<file path="src/rtl/trng_ctrl.sv">
// trng_ctrl: sequencing and arbitration controller for the ring-oscillator TRNG.
//
// Discards WARMUP_BYTES assembled bytes after each enable, runs a repetition-count
// health test on every raw bit, assembles bytes MSB-first and hands each fresh byte
// to exactly one of NUM_REQ requesters, picked round-robin.
//
// Ports:
//   clk          system clock, rising edge
//   reset        synchronous active-high reset
//   enable       run request; low returns to IDLE (ignored in FAIL)
//   raw_bit      entropy bit from the ring oscillator
//   raw_valid    raw_bit is sampled this cycle
//   req          per-requester level request
//   clear_fail   acknowledges a health failure
//   gnt          one-hot, single-cycle grant
//   rnd_byte     last delivered byte, valid with gnt and held afterwards
//   byte_ready   a fresh byte is pending
//   health_fail  high while in FAIL
module trng_ctrl #(
    parameter int unsigned NUM_REQ      = 4,
    parameter int unsigned WARMUP_BYTES = 4,
    parameter int unsigned REP_LIMIT    = 16
) (
    input  logic               clk,
    input  logic               reset,
    input  logic               enable,
    input  logic               raw_bit,
    input  logic               raw_valid,
    input  logic [NUM_REQ-1:0] req,
    input  logic               clear_fail,
    output logic [NUM_REQ-1:0] gnt,
    output logic [7:0]         rnd_byte,
    output logic               byte_ready,
    output logic               health_fail
);

    localparam int unsigned PtrW = (NUM_REQ > 1) ? $clog2(NUM_REQ) : 1;

    typedef enum logic [2:0] {
        StIdle,
        StWarmup,
        StCollect,
        StReady,
        StFail
    } state_e;

    state_e             state_q, state_d;
    logic [7:0]         shreg_q, shreg_d;
    logic [2:0]         bitcnt_q, bitcnt_d;
    logic [7:0]         wcnt_q, wcnt_d;
    logic [7:0]         run_q, run_d;
    logic               last_bit_q, last_bit_d;
    logic [7:0]         pend_byte_q, pend_byte_d;
    logic [PtrW-1:0]    ptr_q, ptr_d;
    logic [NUM_REQ-1:0] gnt_q, gnt_d;
    logic [7:0]         rnd_byte_q, rnd_byte_d;
    logic               byte_ready_q, byte_ready_d;
    logic               health_fail_q, health_fail_d;

    logic               rep_hit;
    logic               shift_en;
    logic               byte_done;
    logic [7:0]         shreg_next;
    logic               found;
    logic [PtrW-1:0]    winner;
    logic [PtrW-1:0]    ptr_inc;

    // ------------------------------------------------------------------------
    // Repetition-count health test. Runs in every state except IDLE, including
    // FAIL, so a still-stuck source keeps the block in FAIL even if clear_fail
    // arrives in the same cycle.
    // ------------------------------------------------------------------------
    always_comb begin
        run_d      = run_q;
        last_bit_d = last_bit_q;
        rep_hit    = 1'b0;
        if (state_q == StIdle) begin
            run_d      = 8'd0;
            last_bit_d = 1'b0;
        end else if (raw_valid) begin
            last_bit_d = raw_bit;
            // run_q == 0 marks the first valid bit since IDLE
            if (run_q == 8'd0 || raw_bit != last_bit_q) begin
                run_d = 8'd1;
            end else if (run_q < 8'(REP_LIMIT)) begin
                run_d = run_q + 8'd1;
            end
            rep_hit = (run_d >= 8'(REP_LIMIT));
        end
    end

    // ------------------------------------------------------------------------
    // Byte assembly: only WARMUP and COLLECT shift; READY holds the pending byte
    // and lets raw bits pass through the health test only.
    // ------------------------------------------------------------------------
    assign shift_en   = raw_valid && (state_q == StWarmup || state_q == StCollect);
    assign byte_done  = shift_en && (bitcnt_q == 3'd7);
    assign shreg_next = {shreg_q[6:0], raw_bit};

    always_comb begin
        shreg_d  = shreg_q;
        bitcnt_d = bitcnt_q;
        wcnt_d   = wcnt_q;
        if (state_q == StIdle || state_q == StFail) begin
            shreg_d  = 8'd0;
            bitcnt_d = 3'd0;
            wcnt_d   = 8'd0;
        end else if (shift_en) begin
            shreg_d  = shreg_next;
            bitcnt_d = bitcnt_q + 3'd1; // wraps 7 -> 0 on byte completion
            if (state_q == StWarmup && byte_done) begin
                wcnt_d = wcnt_q + 8'd1;
            end
        end
    end

    // ------------------------------------------------------------------------
    // Round-robin pick: first set req bit at ptr, ptr+1, ... modulo NUM_REQ.
    // ------------------------------------------------------------------------
    always_comb begin
        int unsigned idx;
        logic [PtrW-1:0] idx_p;
        idx    = 0;
        idx_p  = '0;
        found  = 1'b0;
        winner = '0;
        for (int unsigned i = 0; i < NUM_REQ; i++) begin
            idx   = (32'(ptr_q) + i) % NUM_REQ;
            idx_p = PtrW'(idx);
            if (!found && req[idx_p]) begin
                found  = 1'b1;
                winner = idx_p;
            end
        end
    end

    assign ptr_inc = (winner == PtrW'(NUM_REQ - 1)) ? '0 : winner + 1'b1;

    // ------------------------------------------------------------------------
    // State sequencing and registered outputs. A health hit outranks enable
    // low, byte completion and grants.
    // ------------------------------------------------------------------------
    always_comb begin
        state_d     = state_q;
        gnt_d       = '0;
        rnd_byte_d  = rnd_byte_q;
        pend_byte_d = pend_byte_q;
        ptr_d       = ptr_q;
        case (state_q)
            StIdle: begin
                if (enable) begin
                    state_d = StWarmup;
                end
            end
            StWarmup: begin
                if (rep_hit) begin
                    state_d = StFail;
                end else if (!enable) begin
                    state_d = StIdle;
                end else if (byte_done && wcnt_q == 8'(WARMUP_BYTES - 1)) begin
                    state_d = StCollect;
                end
            end
            StCollect: begin
                if (rep_hit) begin
                    state_d = StFail;
                end else if (!enable) begin
                    state_d = StIdle;
                end else if (byte_done) begin
                    pend_byte_d = shreg_next;
                    state_d     = StReady;
                end
            end
            StReady: begin
                if (rep_hit) begin
                    state_d = StFail;
                end else if (!enable) begin
                    state_d = StIdle;
                end else if (found) begin
                    gnt_d[winner] = 1'b1;
                    rnd_byte_d    = pend_byte_q;
                    ptr_d         = ptr_inc;
                    state_d       = StCollect;
                end
            end
            StFail: begin
                pend_byte_d = 8'd0;
                if (clear_fail && !rep_hit) begin
                    state_d = StIdle;
                end
            end
            default: begin
                state_d = StIdle;
            end
        endcase
    end

    assign byte_ready_d  = (state_d == StReady);
    assign health_fail_d = (state_d == StFail);

    always_ff @(posedge clk) begin
        if (reset) begin
            state_q       <= StIdle;
            shreg_q       <= 8'd0;
            bitcnt_q      <= 3'd0;
            wcnt_q        <= 8'd0;
            run_q         <= 8'd0;
            last_bit_q    <= 1'b0;
            pend_byte_q   <= 8'd0;
            ptr_q         <= '0;
            gnt_q         <= '0;
            rnd_byte_q    <= 8'd0;
            byte_ready_q  <= 1'b0;
            health_fail_q <= 1'b0;
        end else begin
            state_q       <= state_d;
            shreg_q       <= shreg_d;
            bitcnt_q      <= bitcnt_d;
            wcnt_q        <= wcnt_d;
            run_q         <= run_d;
            last_bit_q    <= last_bit_d;
            pend_byte_q   <= pend_byte_d;
            ptr_q         <= ptr_d;
            gnt_q         <= gnt_d;
            rnd_byte_q    <= rnd_byte_d;
            byte_ready_q  <= byte_ready_d;
            health_fail_q <= health_fail_d;
        end
    end

    assign gnt         = gnt_q;
    assign rnd_byte    = rnd_byte_q;
    assign byte_ready  = byte_ready_q;
    assign health_fail = health_fail_q;

endmodule

</file>
<file path="config.mk">
export PLATFORM = sky130hd
export DESIGN_NAME = trng_ctrl
export DESIGN_NICKNAME = d
export VERILOG_FILES = /design/src/rtl/trng_ctrl.sv
export SDC_FILE = /design/constraint.sdc
export NUM_CORES = 1
export LEC_CHECK = 0
export ABC_AREA = 1
export ABC_CLOCK_PERIOD_IN_PS = 1900
export CORE_ASPECT_RATIO = 0.75
export CORE_UTILIZATION = 40
export DETAILED_ROUTE_END_ITERATION = 16
export PLACE_DENSITY_LB_ADDON = 0.15
export SLEW_MARGIN = 40
export SYNTH_ARGS = -nofsm -noshare
export SYNTH_HDL_FRONTEND = slang
export SYNTH_SLANG_ARGS = --single-unit
</file>
<file path="constraint.sdc">
create_clock -name clk -period 1.9 [get_ports clk]
set_input_delay 0.19 -clock clk [delete_from_list [all_inputs] [get_ports clk]]
set_output_delay 0.19 -clock clk [all_outputs]
set_load 0.02 [all_outputs]
</file>
==> reports/summary.md <==
The most area-hungry cell type in the Yosys netlist is dfxtp_1. Dividing the synthesized area by the synthesized cell count gives 7.05 um^2. The most common cell in the synthesized netlist is nand2_1. Counting every net in the synthesized netlist gives 404.

Number of distinct standard cells referenced by the synthesized netlist: 32. After synthesis, the cell types taking the most area are dfxtp_1 40%, nand2_1 13%, nor2_1 9.0%, inv_1 5.9%, nand3_1 4.6%. The number of filler cells placed in the layout is 609. Setup repair after global routing could not meet its margin everywhere. The first global-routing pass estimated 9.52 mm of wire. The pre-antenna-repair detailed-routing pass consisted of 4 iterations. Port buffering added 23 buffers.

The number of antenna diodes in the final layout is 0. Counting flops with a built-in enable in the synthesized netlist gives 0. The core region is 6410 um^2.

Final clock skew: 8.61 ps. The via density per instance is 4.60. The run gives 0.162 as the overall routing resource usage. The run gives 24 as the number of primary I/O pins. The worst register-to-register path ends at ptr_q[1]$_SDFFE_PP0P_. The critical path is of the flop to flop type. For the post-synthesis instance area, the log shows 2710 um^2.

TritonCTS built the clock tree. The routed wirelength normalized by instance count was 10.8 um; the total CTS buffers was 5. The die area was 7120 um^2; the number of antenna-violating nets in the routed design was 0.

For this design the ratio of total power to cell area is 594 nW/um^2. In this run the static leakage power is 1.51 nW. Final-layout setup total negative slack: 0 ps. For the pin with the worst max-slew slack, the measured transition is 349 ps.

The tools report the fmax as 0.536 GHz. The commonest cells after synthesis are 93 x nand2_1, 65 x nor2_1, 54 x dfxtp_1. Walking the worst path, the cells encountered are buf_12, inv_8, nand2_2, and2_1, o21ai_4, nand2_4, buf_6, nor2_8, nor2_4, ha_4, inv_1, nand2_1, nand2_1, nor2_1. The number of DRC markers after the initial detailed-route iteration is 63, and the final clock period utilization by the worst path is 0.982.

The startpoint identified for the worst hold timing path is run_q[7]$_SDFFE_PP0P_. The run gives 0.423 as the starting density of the core. At the worst endpoint, the required time is 2150 ps. Final period demand of the worst path: 1870 ps. The portion of synthesized cell area occupied by the leading cell type works out to 0.398.

The tools report the final weighted congestion of routability-driven global placement as 0.806. In the synthesized netlist, the number of instances is 385. The slowest library cell on the worst path was dfxtp_2. The most frequent cell on the critical path is nand2_1. The run finished with clean final reports.

The clock edge transition at the registers on the reported setup and hold paths was 110 ps; the overflow left after global routing was 0. The via count of the first global-routing pass was 2225. STA classifies the critical path endpoint as a flop. For the count of pins over their slew limit, the log shows 0.

Startpoint class of the critical path: a flop. The tools report the final HPWL from detailed placement as 4.07 mm. The insertion delay to the later sink of the worst-skew pair was 310 ps. The source of the worst register-to-register timing path was ptr_q[0]$_SDFFE_PP0P_.

Entering global routing, the biggest net connects 20 pins. The remaining routing DRC violations came out at 0. The length in cells of the worst reg-to-reg path is 14. Dominant synthesized flop cell: dfxtp_1. The tools report the setup-violating endpoint count in the final report as 0. The proportion of register bits with asynchronous set or reset after synthesis is 0, and the worst slew margin relative to its limit is 0.766. Measured along the y axis, the die boundary spans 73.3 um. The worst-case register-to-register setup slack is 30 ps, and the final hold violation count is 0.

The width of the die works out to 97.1 um. For this run, the slowest stage of the critical path takes 340 ps. Of all nets on the critical path, the largest fanout is 8.

The share of synthesized area occupied by flip-flops and latches is 0.398, and the share of cells above drive strength 1 is 0.223. The class of the worst hold path is flop to flop. In the final design database the tool counted 461 nets. The floorplan has 25 rows. The clock sink total is 54. Summing over every cut layer, the via total after detailed routing is 2408. The logs give 0.542 for the utilization after layout and 2 for the clock tree buffer depth.

The cell at the root of the clock tree is clkbuf_8. The H-tree was split into 2 levels. The beginning of the critical path is ptr_q[0]$_SDFFE_PP0P_. The tool flagged a number of max-cap violations equal to 0.

Relative to the synthesized area, the layout overhead comes to 28.2%. Total power for the finished layout comes to 2.07 mW. Counting flops and latches in the post-synthesis netlist gives 54.

VDD sags by at most 0.000310 V. In this run the worst setup path terminates at ptr_q[1]$_SDFFE_PP0P_. The total number of yosys warnings came out at 0. Data on the critical path arrives at its endpoint at 2110 ps. Initial antenna violation count: 0.

Summed over all layers, the routed wires come to 5.65 mm.
[registers in the layout, summed over array words and instances, names as in the netlist]
register     cells
pend_byte_q      8
rnd_byte         8
run_q            8
wcnt_q           8
shreg_q          7
gnt              4
bitcnt_q         3
state_q          3
ptr_q            2
byte_ready       1
health_fail      1
last_bit_q       1
[worst max-delay path: cells and delay by family (launching register included)]
| kind | cells | cell delay [ps] |
|---|---|---|
| compound gates | 1 | 190 |
| fa+ha+maj | 1 | 240 |
| buf+inv | 4 | 380 |
| flops | 1 | 340 |
| simple gates | 8 | 640 |
[power by group]
part,switching (mW),total [mW],internal [mW]
Sequential,0.00800,1.15,1.15
Clock,0.408,0.682,0.274
Combinational,0.133,0.232,0.0986
[area by class of cell]
class | instances | area, um^2 | share of cell area
clock buffers | 5 | 68.8 | 0.0198
inverters | 49 | 191 | 0.0550
repair buffers | 57 | 526 | 0.151
multi-input cells | 275 | 1480 | 0.426
clock inverters | 3 | 28.8 | 0.00827
well taps | 81 | 101 | 0.0291
flip-flops and latches | 54 | 1080 | 0.311
[stage by stage]
step | instance area [um^2] | setup WS (ps) | instances | hold WS (ps)
2_1_floorplan | 2710 | 27.9 | 385 | 268
5_1_grt | 3480 | -68.4 | 524 | 468
3_3_place_gp | 3230 | -181 | 510 | 419
6_report | 3480 | 34.6 | 524 | 440
4_1_cts | 3370 | 2.20 | 522 | 444
3_5_place_dp | 3230 | -262 | 510 | 428
[cells by family after synthesis]
family	synth area share
simple gates	0.396
buf+inv	0.0890
flops	0.398
compound gates	0.0590
fa+ha+maj	0.0415
xor+xnor	0.0161
[timing repair]
| item | in CTS | in global routing |
|---|---|---|
| setup endpoints to repair | 3 | 19 |
| setup buffers | 4 | 2 |
| gates resized for setup | 4 | 22 |
| hold buffers | 0 | 0 |
| pin swaps | 5 | 10 |
| cloned | 0 | 0 |
[metal layers]
metal / global-route usage / wire length (um)
met5: 0 / 0
met1: 0.218 / 2900
met3: 0.0285 / 123
met4: 0.0398 / 42
met2: 0.274 / 2580
[worst min-delay path by stage]
stage,cells past startpoint,to,slack [ps]
final,2,run_q[7]$_SDFFE_PP0P_,440
after global routing,2,run_q[6]$_SDFFE_PP0P_,470
after CTS,2,run_q[7]$_SDFFE_PP0P_,440
after detailed placement,2,run_q[7]$_SDFFE_PP0P_,430
after global placement,2,run_q[7]$_SDFFE_PP0P_,420
after floorplan,1,state_q[2]$_SDFF_PP0_,270
[cell usage in the layout, fill, tap and decap left out, types with 8 or more instances in the layout]
master | synthesis | routed
clkdlybuf4s50_1 | 0 | 23
o21ai_0 | 12 | 11
nand3_1 | 25 | 20
inv_1 | 43 | 42
dfxtp_1 | 54 | 53
nand2_2 | 13 | 16
nor2_2 | 14 | 12
buf_4 | 0 | 28
ha_1 | 9 | 8
nor2_1 | 65 | 64
a21oi_1 | 13 | 13
nand2_1 | 93 | 88
Note: power is estimated with default switching activity, not from simulation.
